File: config.mk
export PLATFORM = sky130hd
export DESIGN_NAME = gain_splitter
export DESIGN_NICKNAME = d
export VERILOG_FILES = /design/src/rtl/gain_splitter_pkg.sv /design/src/rtl/gain_splitter_mul.sv /design/src/rtl/gain_splitter.sv
export SDC_FILE = /design/constraint.sdc
export NUM_CORES = 1
export LEC_CHECK = 0
export ABC_AREA = 1
export CORE_UTILIZATION = 50
export CTS_BUF_LIST = sky130_fd_sc_hd__clkbuf_8
export DETAILED_ROUTE_END_ITERATION = 10
export DONT_BUFFER_PORTS = 1
export GPL_TIMING_DRIVEN = 0
export PLACE_DENSITY_LB_ADDON = 0.08
export SKIP_LAST_GASP = 1
export SLEW_MARGIN = 10
export SYNTH_ARGS = -nofsm -noshare
export SYNTH_HDL_FRONTEND = slang
export SYNTH_SLANG_ARGS = --single-unit
File: constraint.sdc
create_clock -name bclk -period 16 [get_ports bclk]
set_input_delay 3.2 -clock bclk [delete_from_list [all_inputs] [get_ports bclk]]
set_output_delay 3.2 -clock bclk [all_outputs]
set_load 0.05 [all_outputs]
File: src/rtl/gain_splitter_pkg.sv
// Shared constants and types for the gain splitter / gain mixer family.
package gain_splitter_pkg;

  // Default sample/gain width and the matching Q1.(W-2) format constants.
  localparam int DEF_BITSIZE = 16;
  localparam int DEF_QFRAC   = DEF_BITSIZE - 2;
  localparam logic signed [DEF_BITSIZE-1:0] SAT_MAX = {1'b0, {(DEF_BITSIZE-1){1'b1}}};
  localparam logic signed [DEF_BITSIZE-1:0] SAT_MIN = {1'b1, {(DEF_BITSIZE-1){1'b0}}};

  // Channel count and the width of the slot counter that walks them.
  localparam int NCH    = 4;
  localparam int SLOT_W = $clog2(NCH);

  // Frame sequencer states.
  typedef enum logic [1:0] {
    ST_IDLE   = 2'd0,
    ST_RUN    = 2'd1,
    ST_COMMIT = 2'd2
  } state_t;

endpackage

File: src/rtl/gain_splitter_mul.sv
// Signed Q1.(W-2) multiply: full product, arithmetic shift (floor), clamp to W bits.
module sat_mul_q #(
  parameter int W  = 16,
  parameter int QF = W - 2
) (
  input  logic signed [W-1:0] a,
  input  logic signed [W-1:0] b,
  output logic signed [W-1:0] y
);

  logic signed [2*W-1:0] p;
  logic signed [2*W-1:0] r;

  // Product, floor shift, then saturate into the W-bit signed range.
  always_comb begin
    p = a * b;
    r = p >>> QF;
    if (r > $signed({{(W+1){1'b0}}, {(W-1){1'b1}}})) begin
      y = {1'b0, {(W-1){1'b1}}};
    end else if (r < $signed({{(W+1){1'b1}}, {(W-1){1'b0}}})) begin
      y = {1'b1, {(W-1){1'b0}}};
    end else begin
      y = r[W-1:0];
    end
  end

endmodule

File: src/rtl/gain_splitter.sv
// One mono sample in, four gain-scaled copies out, once per lrclk frame.
// A single multiplier is time-shared, one channel per bclk.
// valid is a one-cycle strobe with no back-pressure: out1..out4 change only
// on the cycle valid rises and must be taken by the consumer then or later
// (they hold until the next commit).
module gain_splitter
  import gain_splitter_pkg::*;
#(
  parameter int BITSIZE = DEF_BITSIZE
) (
  input  logic                      bclk,
  input  logic                      reset,
  input  logic                      lrclk,
  input  logic signed [BITSIZE-1:0] in,
  input  logic signed [BITSIZE-1:0] g1,
  input  logic signed [BITSIZE-1:0] g2,
  input  logic signed [BITSIZE-1:0] g3,
  input  logic signed [BITSIZE-1:0] g4,
  output logic signed [BITSIZE-1:0] out1,
  output logic signed [BITSIZE-1:0] out2,
  output logic signed [BITSIZE-1:0] out3,
  output logic signed [BITSIZE-1:0] out4,
  output logic                      valid,
  output logic                      overrun,
  output state_t                    state_dbg
);

  logic                      lrclk_prev;
  logic                      frame_edge;
  state_t                    state;
  state_t                    state_nx;
  logic [SLOT_W-1:0]         slot;
  logic signed [BITSIZE-1:0] in_h;
  logic signed [BITSIZE-1:0] g_h    [NCH];
  logic signed [BITSIZE-1:0] shadow [NCH];
  logic signed [BITSIZE-1:0] prod;
  logic                      capture;
  logic                      do_slot;
  logic                      do_commit;
  logic                      set_ovr;

  assign frame_edge = lrclk & ~lrclk_prev;
  assign state_dbg  = state;

  sat_mul_q #(.W(BITSIZE), .QF(BITSIZE - 2)) u_mul (
    .a (in_h),
    .b (g_h[slot]),
    .y (prod)
  );

  // lrclk history; starts high so a level held through reset is not an edge.
  always_ff @(posedge bclk) begin
    if (reset) lrclk_prev <= 1'b1;
    else       lrclk_prev <= lrclk;
  end

  // Sequencer state register.
  always_ff @(posedge bclk) begin
    if (reset) state <= ST_IDLE;
    else       state <= state_nx;
  end

  // Next state and datapath strobes; a frame edge always restarts capture.
  always_comb begin
    state_nx  = state;
    capture   = frame_edge;
    do_slot   = 1'b0;
    do_commit = 1'b0;
    set_ovr   = 1'b0;
    case (state)
      ST_IDLE: begin
        if (frame_edge) state_nx = ST_RUN;
      end
      ST_RUN: begin
        if (frame_edge) begin
          set_ovr  = 1'b1;
          state_nx = ST_RUN;
        end else begin
          do_slot = 1'b1;
          if (slot == SLOT_W'(NCH - 1)) state_nx = ST_COMMIT;
        end
      end
      ST_COMMIT: begin
        do_commit = 1'b1;
        state_nx  = frame_edge ? ST_RUN : ST_IDLE;
      end
      default: state_nx = ST_IDLE;
    endcase
  end

  // Holding registers, per-slot shadow results, and the all-at-once commit.
  always_ff @(posedge bclk) begin
    if (reset) begin
      slot    <= '0;
      valid   <= 1'b0;
      overrun <= 1'b0;
      in_h    <= '0;
      out1    <= '0;
      out2    <= '0;
      out3    <= '0;
      out4    <= '0;
      for (int i = 0; i < NCH; i++) begin
        g_h[i]    <= '0;
        shadow[i] <= '0;
      end
    end else begin
      valid <= do_commit;
      if (set_ovr) overrun <= 1'b1;
      if (capture) begin
        in_h   <= in;
        g_h[0] <= g1;
        g_h[1] <= g2;
        g_h[2] <= g3;
        g_h[3] <= g4;
        slot   <= '0;
      end else if (do_slot) begin
        shadow[slot] <= prod;
        slot         <= slot + 1'b1;
      end
      if (do_commit) begin
        out1 <= shadow[0];
        out2 <= shadow[1];
        out3 <= shadow[2];
        out4 <= shadow[3];
      end
    end
  end

endmodule

==> key figures, run 1 <==
Setup path
  • WS Path Type: reg2reg
  • R2R depth: 30
  • Data arrival time of the critical path: 8690 ps
  • Crit-path leading delay family: adder cells
  • Largest fanout on the critical path: 10
  • Flop-to-flop setup slack: 7590 ps
  • Endpoint required time on the critical path: 16280 ps
  • Worst stage delay on the critical path: 800 ps
  • Total stage count of the critical path: 30
  • Slowest cell on the critical path: sky130_fd_sc_hd__fa_1
  • Element type at the critical path end: register
  • Worst reg2reg endpoint: shadow[1][3]
  • Critical path startpoint category: register
  • Worst path bufs/invs: 11
  • Most frequent cell on the critical path: sky130_fd_sc_hd__inv_1

Synth
  • Sequential-to-total area share from yosys stat: 30.41%
  • Multiplexer share of the synthesized area: 0%
  • Share of the synthesized netlist area taken by xor and xnor gates: 0.8994%
  • Number of nets in the synthesized netlist: 2526
  • Count of unique library cells instantiated by Yosys: 39
  • Compound-Gate Fraction of Synth Area: 6.729%
  • Syn Std Cell Area: 18500 µm²
  • Area fraction in and, or, nand and nor cells after synthesis: 17.50%
  • Yosys warns: 0
  • Mean post-synth cell area: 8.802 µm²
  • Combinational family with the most area after synthesis: adder cells
  • Area share of fa/ha/maj cells after synthesis: 33.65%
  • Gate count of the mapped netlist: 2102
  • Flip-flop and latch count after synthesis: 217

Power
  • Gate power share: 39.8%
  • Proportion of power drawn by the clock network: 26.1%
  • Leakage: 9.401 nW
  • Share of total power in sequential cells: 34.1%
  • Power density cells: 92.17 nW/µm²
  • Internal cell power: 1.095 mW
  • Worst IR Drop VDD: 0.07061 mV
  • Sw frac: 40.13%
  • Switching power of the nets: 0.7340 mW

CTS
  • Total of cells resized after clock tree synthesis: 0
  • Number of clock sinks: 217
  • CTS Buf Count: 38
  • Cts hold-fix bufs: 0
  • Clock tree from TritonCTS: done
  • Total number of H-tree levels: 2
  • Clk Tree Root Cell: sky130_fd_sc_hd__clkbuf_8
  • Setup repair bufs after CTS: 0
  • Max Buffers Root-to-Sink: 3
  • Clock network latency to the later pin of the worst-skew pair: 560 ps
  • Clock transition time at the flip-flop clock pins of the worst setup and hold paths: 60 ps

Timing
  • Final setup vio count: 0
  • Max-slew violation count: 0
  • Time the worst path needs with I/O delays and setup: 8411 ps
  • Max Clock Skew: 30.61 ps
  • Maximum clock frequency: 0.1189 GHz
  • Final critical-path share of the clock period: 52.57%
  • Setup tns final: 0 ps
  • Tightest Pin Transition: 825.9 ps
  • Count of final hold-check violations: 0
  • Worst relative slew slack: 44.94%
  • RSZ-0062 raised after global routing: false
  • Worst hold-check slack: 487.9 ps

Floorplanning
  • Horizontal extent of the die: 194.4 µm
  • Vertical die dimension: 194.4 µm
  • Core Region: 36520 µm²
  • Effective utilization at floorplan: 50.66%
  • IO Pins: 151
  • Total number of placement rows: 70
  • Die Outline Area: 37780 µm²

Drt
  • Antenna Nets Post-Route: 0
  • Iter 0 DRT Violations: 673
  • Drt pass-1 iters: 5
  • Total routed wirelength: 46950 µm
  • DRC violation count after routing: 0
  • Vias post-DR: 13510
  • DR vias/cell: 5.115
  • Routed WL per cell: 17.78 µm

Global route
  • GR Util All Layers: 26.22%
  • Overflow left after global routing: 0
  • Via count of the first global-routing pass: 14368
  • First-pass GRT wire length: 76020 µm
  • Antenna violations before repair: 0
  • Largest net degree at the start of global routing: 50

Finish
  • Diode count: 0
  • Net count reported at finish: 2568
  • Layout cell share with drive strength beyond 1: 5.706%
  • Register cell area after layout: 5625 µm²
  • Area of combinational cells with multiple inputs: 10880 µm²
  • Signed area change from the synthesized netlist to the final layout: 7.263%
  • Filler cells: 3501

Worst hold path
  • Type of the tightest min-delay check: reg2reg
  • Worst hold stages: 2
  • Hold endpoint: out4[0]
  • Worst Min Path Start: shadow[3][0]

Placement
  • Hpwl dp: 38590 µm
  • Final weighted congestion in routability-driven placement: 0.9206
  • Total of buffers placed on input and output ports: 0

Outcome
  • Result of the run: completed

Job
  • Number of max-capacitance violations reported: 0
## worst register-to-register path: cells and delay by family, from the launching register on
kind | cells | cell delay, ps
adders and majority gates | 7 | 3860
buffers and inverters | 11 | 1870
and+or+nand+nor | 10 | 1670
AOI/OAI and AO/OA | 2 | 400
DFF | 1 | 380
## power by group through the flow
stage / sequential (mW) / combinational (mW) / clock [mW]
CTS: 0.623 / 0.728 / 0.489
finish: 0.623 / 0.729 / 0.477
floorplan: 0.633 / 0.512 / 0
detailed placement: 0.635 / 0.726 / 0
global placement: 0.636 / 0.717 / 0
global route: 0.625 / 0.802 / 0.511
## through the flow
stage / setup slack (ps) / power, mW / std cells / util (%) / cell area [µm²]
floorplan: 9129 / 1.145 / 2102 / - / 18500
global placement: 7563 / 1.353 / 2570 / 52.26 / 19090
detailed placement: 7585 / 1.361 / 2572 / 52.39 / 19130
CTS: 7574 / 1.840 / 2641 / 54.34 / 19850
global route: 6907 / 1.939 / 2641 / 54.34 / 19850
finish: 7589 / 1.829 / 2641 / 54.34 / 19850
## cell usage after synthesis, drive strengths merged
cell type	n	area [µm²]
inv	426	1599
nor2	383	1445
nand2	332	1356
fa	261	5225
edfxtp	128	3844
o21ai	101	516.8
a21oi	89	565.5
dfxtp	89	1782
ha	80	1001
nand3	70	360.3
clkbuf	58	217.7
buf	23	153.9
xor2	14	122.6
clkinv	8	30.03
nor3	6	30.03
o21bai	5	37.54
xnor2	5	43.79
a211oi	3	22.52
a21boi	3	22.52
a21o	3	22.52
a31oi	3	18.77
o21a	3	22.52
nand3b	2	15.01
nand4	2	12.51
nor4	2	12.51
o211ai	1	7.510
o311ai	1	8.760
or2	1	6.260
## how the worst max path moves through the flow
stage	start	endpoint
after floorplan	register	shadow[3][6]
after global routing	register	shadow[3][6]
final	register	shadow[1][3]
after CTS	register	shadow[1][3]
after global placement	register	shadow[1][1]
after detailed placement	register	shadow[1][1]
## per-layer routing
layer / vias to the layer above / part of all wire [%] / track usage (%)
met5: - / 0 / 0
met4: 0 / 4.4 / 11.82
met3: 98 / 5.5 / 3.713
met2: 423 / 48 / 44.94
met1: 6537 / 42 / 33.03
li1: 6452 / - / -
## cell usage in the layout (no fill, tap or decap), drive strengths merged, types with 3 or more instances in the layout
master	count
a211oi	3
a21boi	3
a21o	3
a21oi	89
a31oi	3
buf	25
clkbuf	99
clkinv	18
dfxtp	89
edfxtp	128
fa	261
ha	80
inv	442
nand2	332
nand3	70
nor2	383
nor3	6
o21a	3
o21ai	101
o21bai	5
xnor2	5
xor2	14
## cell families (layout without fill, tap and decap cells)
logic type / after synthesis / count (layout)
AND/OR/NAND/NOR: 798 / 798
XOR/XNOR: 19 / 19
AO/OA/AOI/OAI: 212 / 212
adder cells (fa/ha/maj): 341 / 341
buffers and inverters: 515 / 586
flip-flops: 217 / 217
## state kept, by name, summed over array words and instances (netlist names), named ones only
signal,flops
out4,16
shadow,64
in_h,16
out3,16
overrun,1
out1,16
g_h,64
lrclk_prev,1
slot,2
valid,1
out2,16
state_dbg,2
## cell type report
cell class / count / area share [%]
Multi-Input combinational cell: 1370 / 54.83
Clock buffer: 41 / 2.843
Buffer: 81 / 1.891
Inverter: 434 / 8.209
Timing Repair Buffer: 2 / 0.1954
Sequential cell: 217 / 28.35
Tap cell: 468 / 2.951
Clock inverter: 28 / 0.7377
(Power assumes the default switching activity.)
==> run 2: changes to the inputs <==
==> constraint.sdc (replaced) <==
create_clock -name bclk -period 7.91 [get_ports bclk]
set_input_delay 1.582 -clock bclk [delete_from_list [all_inputs] [get_ports bclk]]
set_output_delay 1.582 -clock bclk [all_outputs]
set_load 0.05 [all_outputs]
==> run 2 against run 1 <==
  * Clock power up 100%
  * Via count up 0.38%
  * Register-to-register slack worse by 7200 ps
  * Sequential cell count unchanged
  * Global-route usage about the same
  * Sequential power up 100%
  * Hold slack worse by 2.3 ps
  * Wire length up 0.14%
  * Sequential share of layout area down 0.12 points
  * First-iteration DRC count up 4.5%
==> key figures, run 2 (synthesis gave the netlist of run 1 again) <==
Worst hold path
  • Type of the tightest min-delay check: reg2reg
  • Worst hold stages: 2
  • Worst Min Path Start: shadow[3][0]
  • Hold endpoint: out4[0]

Placement
  • Cell Area, Placed: 19130 µm²
  • Final weighted congestion in routability-driven placement: 0.9206
  • Total of buffers placed on input and output ports: 0
  • Hpwl dp: 38590 µm

Finish
  • Filler cells: 3494
  • Diode count: 0
  • Register cell area after layout: 5627 µm²
  • Layout cell share with drive strength beyond 1: 6.943%
  • Net count reported at finish: 2570
  • Design area: 19940 µm²
  • Signed area change from the synthesized netlist to the final layout: 7.757%
  • Area of combinational cells with multiple inputs: 10900 µm²
  • Most frequent cells in the layout: sky130_fd_sc_hd__inv_1, sky130_fd_sc_hd__nor2_1, sky130_fd_sc_hd__nand2_1
  • Most frequent standard cell in the layout excluding fill and tap cells: sky130_fd_sc_hd__inv_1
  • Top flop regs: g_h (64), shadow (64)

Floorplanning
  • Core Region: 36520 µm²
  • Die Outline Area: 37780 µm²
  • Effective utilization at floorplan: 50.66%
  • Total number of placement rows: 70
  • Vertical die dimension: 194.4 µm
  • IO Pins: 151
  • Horizontal extent of the die: 194.4 µm

Power
  • Total power: 3.731 mW
  • Gate power share: 40.4%
  • Sw frac: 40.00%
  • Worst IR Drop VDD: 0.1428 mV
  • Internal cell power: 2.239 mW
  • Share of total power in sequential cells: 33.8%
  • Power density cells: 187.1 nW/µm²
  • Leakage: 9.437 nW
  • Proportion of power drawn by the clock network: 25.8%
  • Switching power of the nets: 1.492 mW

Global route
  • Antenna violations before repair: 0
  • Largest net degree at the start of global routing: 50
  • First-pass GRT wire length: 76000 µm
  • Overflow left after global routing: 0
  • Via count of the first global-routing pass: 14353
  • GR Util All Layers: 26.21%

Drt
  • WL met1: 19790 µm
  • Iter 0 DRT Violations: 703
  • Antenna Nets Post-Route: 0
  • Max layer used: met4
  • DR vias/cell: 5.131
  • Routed WL per cell: 17.79 µm
  • Drt pass-1 iters: 5
  • Vias post-DR: 13561
  • Total routed wirelength: 47020 µm
  • Routed length on met3: 2470 µm
  • Routed wire length on met2: 22670 µm
  • DRC violation count after routing: 0

Setup path
  • Critical path startpoint category: register
  • Slowest cell on the critical path: sky130_fd_sc_hd__fa_2
  • Largest fanout on the critical path: 10
  • Worst path bufs/invs: 10
  • Worst stage delay on the critical path: 650 ps
  • Endpoint required time on the critical path: 8180 ps
  • Crit-path leading delay family: adder cells
  • Worst reg2reg endpoint: shadow[3][6]
  • WS Path Type: reg2reg
  • Data arrival time of the critical path: 7750 ps
  • Element type at the critical path end: register
  • R2R depth: 31
  • Flop-to-flop setup slack: 430 ps

Timing
  • Max Clock Skew: 31.70 ps
  • Maximum clock frequency: 0.1337 GHz
  • Count of final hold-check violations: 0
  • Worst hold-check slack: 485.6 ps
  • Time the worst path needs with I/O delays and setup: 7481 ps
  • Max-slew violation count: 0
  • Final critical-path share of the clock period: 94.57%
  • Final setup vio count: 0
  • Tightest Pin Transition: 824.5 ps
  • Worst relative slew slack: 45.03%
  • Setup tns final: 0 ps

CTS
  • CTS Buf Count: 38
  • Max Buffers Root-to-Sink: 3
  • Clock tree from TritonCTS: done
  • Number of clock sinks: 217
  • Clock network latency to the later pin of the worst-skew pair: 560 ps
  • Clock transition time at the flip-flop clock pins of the worst setup and hold paths: 60 ps
  • Total number of H-tree levels: 2
  • Clk Tree Root Cell: sky130_fd_sc_hd__clkbuf_8

Outcome
  • Result of the run: completed

Job
  • Number of max-capacitance violations reported: 0
## run 2: power groups by stage
stage / Clock [mW] / Combinational [mW] / Sequential, mW
2_1_floorplan: 0 / 1.04 / 1.28
3_3_place_gp: 0 / 1.45 / 1.29
5_1_grt: 1.03 / 1.65 / 1.26
4_1_cts: 0.988 / 1.47 / 1.26
3_5_place_dp: 0 / 1.47 / 1.28
6_report: 0.964 / 1.51 / 1.26
## run 2: worst min-delay path, stage by stage, from the launching register on
cell and delay [ps]:
sky130_fd_sc_hd__edfxtp_1 310, sky130_fd_sc_hd__o21ai_0 80, sky130_fd_sc_hd__nor2_1 80
## run 2: cell type report
type	count	area share, %
inverter	434	8.221
tap	468	2.937
clock inverter	28	0.7343
timing repair buffer	9	0.5209
buffer	76	1.858
sequential	217	28.22
multi-input combinational	1370	54.68
clock buffer	41	2.830
## run 2: worst max-delay path by stage
stage | from | endpoint | slack [ps] | cells past startpoint
2_1_floorplan | register | shadow[3][6] | 1040 | 28
3_3_place_gp | register | shadow[1][1] | -530 | 28
3_5_place_dp | register | shadow[1][1] | -500 | 28
4_1_cts | register | shadow[1][3] | 7 | 29
5_1_grt | register | shadow[3][6] | -10 | 31
6_report | register | shadow[3][6] | 430 | 31
## run 2: per-layer routing
layer	up-vias	GRT usage, %
li1	6464	-
met5	-	0
met2	428	44.90
met4	0	11.82
met3	99	3.713
met1	6570	33.03
## run 2: timing repair
item	in CTS	in global routing
setup endpoints to repair	60	60
resized for setup	6	21
pin swaps	1	2
buffers inserted	0	7
hold buffers	0	0
## run 2: metrics by stage
step           cells  worst slack, ps  utilization, %
2_1_floorplan   2102             1039               -
3_3_place_gp    2570           -527.4           52.26
3_5_place_dp    2572           -504.7           52.39
4_1_cts         2639            7.336           54.34
5_1_grt         2643           -10.29           54.59
6_report        2643            429.4           54.59
==> run 3: changes to the inputs <==
--- a/config.mk
+++ b/config.mk
@@ -12,6 +12,7 @@
 export DONT_BUFFER_PORTS = 1
 export GPL_TIMING_DRIVEN = 0
 export PLACE_DENSITY_LB_ADDON = 0.08
+export RECOVER_POWER = 100
 export SKIP_LAST_GASP = 1
 export SLEW_MARGIN = 10
 export SYNTH_ARGS = -nofsm -noshare
==> run 3 against run 2 <==
  * Clock power about the same
  * Hold slack gained 1.3 ps
  * Non-clock buffer count unchanged
  * Largest cell class unchanged
  * Final area down 0.59%
  * Final cell count unchanged
  * The flow now finishes with violations (max-capacitance violations, max-slew violations)
  * First-iteration DRC count fell by 0.14%
  * Utilization is 0.32 points lower
  * Clock skew is 1.2 ps lower
  * Critical path type unchanged
  * Global-route usage stayed put
==> key figures, run 3 (synthesis gave the netlist of run 1 again) <==
Outcome
  • Result of the run: finished, violations left
  • Failing checks: max-capacitance violations, max-slew violations

Timing
  • Worst relative slew slack: -68.52%
  • Time the worst path needs with I/O delays and setup: 7507 ps
  • Maximum clock frequency: 0.1332 GHz
  • Tightest Pin Transition: 2528 ps
  • Final critical-path share of the clock period: 94.90%
  • Smallest setup slack after layout: 403.2 ps
  • Count of final hold-check violations: 0
  • Max-slew violation count: 50
  • Max Clock Skew: 30.45 ps
  • Final setup vio count: 0

Finish
  • Top flop regs: g_h (64), shadow (64)
  • Non-filler cells, final: 2643
  • Net count reported at finish: 2570
  • Register cell area after layout: 5627 µm²
  • Most frequent standard cell in the layout excluding fill and tap cells: sky130_fd_sc_hd__inv_1
  • Diode count: 0
  • Signed area change from the synthesized netlist to the final layout: 7.121%
  • Filler cells: 3525
  • Most frequent cells in the layout: sky130_fd_sc_hd__inv_1, sky130_fd_sc_hd__nor2_1, sky130_fd_sc_hd__nand2_1
  • Layout cell share with drive strength beyond 1: 5.885%
  • Area of combinational cells with multiple inputs: 10820 µm²

Floorplanning
  • Effective utilization at floorplan: 50.66%
  • Horizontal extent of the die: 194.4 µm
  • Vertical die dimension: 194.4 µm
  • IO Pins: 151
  • Core Region: 36520 µm²
  • Die Outline Area: 37780 µm²
  • Total number of placement rows: 70

Drt
  • DRC violation count after routing: 0
  • DR vias/cell: 5.145
  • Iter 0 DRT Violations: 702
  • Antenna Nets Post-Route: 0
  • Vias post-DR: 13597
  • Routed WL per cell: 17.84 µm
  • Drt pass-1 iters: 5
  • Total routed wirelength: 47160 µm

Placement
  • Worst Setup Slack post-DPL: -504.7 ps
  • Cell count after placement: 2572
  • Final weighted congestion in routability-driven placement: 0.9206
  • Total of buffers placed on input and output ports: 0
  • Hpwl dp: 38590 µm

Global route
  • Largest net degree at the start of global routing: 50
  • Routing layer with the top usage in global route: met2
  • Overflow left after global routing: 0
  • GR Layer Usage met2: 44.90%
  • Global-route met3 utilization: 3.713%
  • GR Util All Layers: 26.21%
  • Via count of the first global-routing pass: 14353
  • Antenna violations before repair: 0
  • First-pass GRT wire length: 76000 µm
  • Met1 Resource Use GR: 33.03%

CTS
  • Max Buffers Root-to-Sink: 3
  • Clock tree from TritonCTS: done
  • Clock transition time at the flip-flop clock pins of the worst setup and hold paths: 60 ps
  • Clock network latency to the later pin of the worst-skew pair: 560 ps
  • CTS Buf Count: 38
  • Number of clock sinks: 217
  • Total number of H-tree levels: 2
  • Clk Tree Root Cell: sky130_fd_sc_hd__clkbuf_8

Setup path
  • WS Path Type: reg2reg
  • Endpoint required time on the critical path: 8180 ps
  • Critical path startpoint category: register
  • Largest fanout on the critical path: 10
  • Element type at the critical path end: register
  • R2R depth: 25
  • Data arrival time of the critical path: 7780 ps

Power
  • Leakage: 9.414 nW
  • Power density cells: 186.0 nW/µm²
  • Worst IR Drop VDD: 0.1431 mV

Worst hold path
  • Worst hold stages: 2
  • Type of the tightest min-delay check: reg2reg

Job
  • Number of max-capacitance violations reported: 1
[run 3: cell type report]
cell class	count	share of cell area (%)
inverters	434	8.270
plain buffers	76	1.824
clock buffers	41	2.847
multi-input cells	1370	54.61
repair buffers	9	0.3662
clock inverters	28	0.7386
well taps	468	2.955
flip-flops and latches	217	28.39
[run 3: final timing paths]
kind                                endpoint  slack [ps]    startpoint
worst max register to register  shadow[2][1]         400      in_h[15]
worst min register to register       out4[0]         490  shadow[3][0]
worst min-delay path                 out4[0]         490  shadow[3][0]
worst max-delay path            shadow[2][1]         400      in_h[15]
[run 3: through the flow]
step           cell area, µm²  setup TNS (ps)  util (%)  hold slack [ps]  power [mW]
2_1_floorplan           18500               0         -            469.4       2.316
3_3_place_gp            19090          -30360     52.26            479.7       2.736
3_5_place_dp            19130          -28640     52.39            482.4       2.752
4_1_cts                 19850               0     54.34            488.5       3.723
5_1_grt                 19820          -20.07     54.27            530.6       3.910
6_report                19820               0     54.27            486.9       3.686
[run 3: repair_timing]
| action | 4_1_cts | 5_1_grt |
|---|---|---|
| hold endpoints to repair | 0 | 0 |
| setup endpoints to repair | 60 | 60 |
| buffers inserted | 0 | 7 |
| hold buffers | 0 | 0 |
| resized for setup | 6 | 21 |
| pin swaps | 1 | 2 |
[run 3: layer usage]
layer,vias to the layer above,wire (µm)
met2,432,22650
met5,-,0
met3,108,2483
met4,0,2167
met1,6595,19860
li1,6462,-
[run 3: power breakdown]
part | switching, mW | total, mW | leakage, nW | internal [mW]
logic | 0.988 | 1.46 | 6.94 | 0.471
clock network | 0.452 | 0.964 | 0.418 | 0.512
registers | 0.0163 | 1.26 | 2.05 | 1.25
[run 3: worst max-delay path, stage by stage, from the launching register on]
cell and delay (ps):
sky130_fd_sc_hd__dfxtp_1 610, sky130_fd_sc_hd__inv_1 160, sky130_fd_sc_hd__clkbuf_1 340, sky130_fd_sc_hd__nor2_1 400
sky130_fd_sc_hd__fa_2 590, sky130_fd_sc_hd__fa_2 730, sky130_fd_sc_hd__inv_1 120, sky130_fd_sc_hd__fa_1 570
sky130_fd_sc_hd__inv_1 90, sky130_fd_sc_hd__fa_1 500, sky130_fd_sc_hd__inv_1 60, sky130_fd_sc_hd__fa_1 480
sky130_fd_sc_hd__inv_1 50, sky130_fd_sc_hd__fa_1 530, sky130_fd_sc_hd__ha_1 410, sky130_fd_sc_hd__inv_1 110
sky130_fd_sc_hd__nor3_1 290, sky130_fd_sc_hd__nand2_1 140, sky130_fd_sc_hd__nor3_1 150, sky130_fd_sc_hd__nand2_1 130
sky130_fd_sc_hd__nand3_1 90, sky130_fd_sc_hd__nand2_1 90, sky130_fd_sc_hd__o21ai_4 170, sky130_fd_sc_hd__buf_12 140
sky130_fd_sc_hd__buf_4 170, sky130_fd_sc_hd__a21oi_1 90
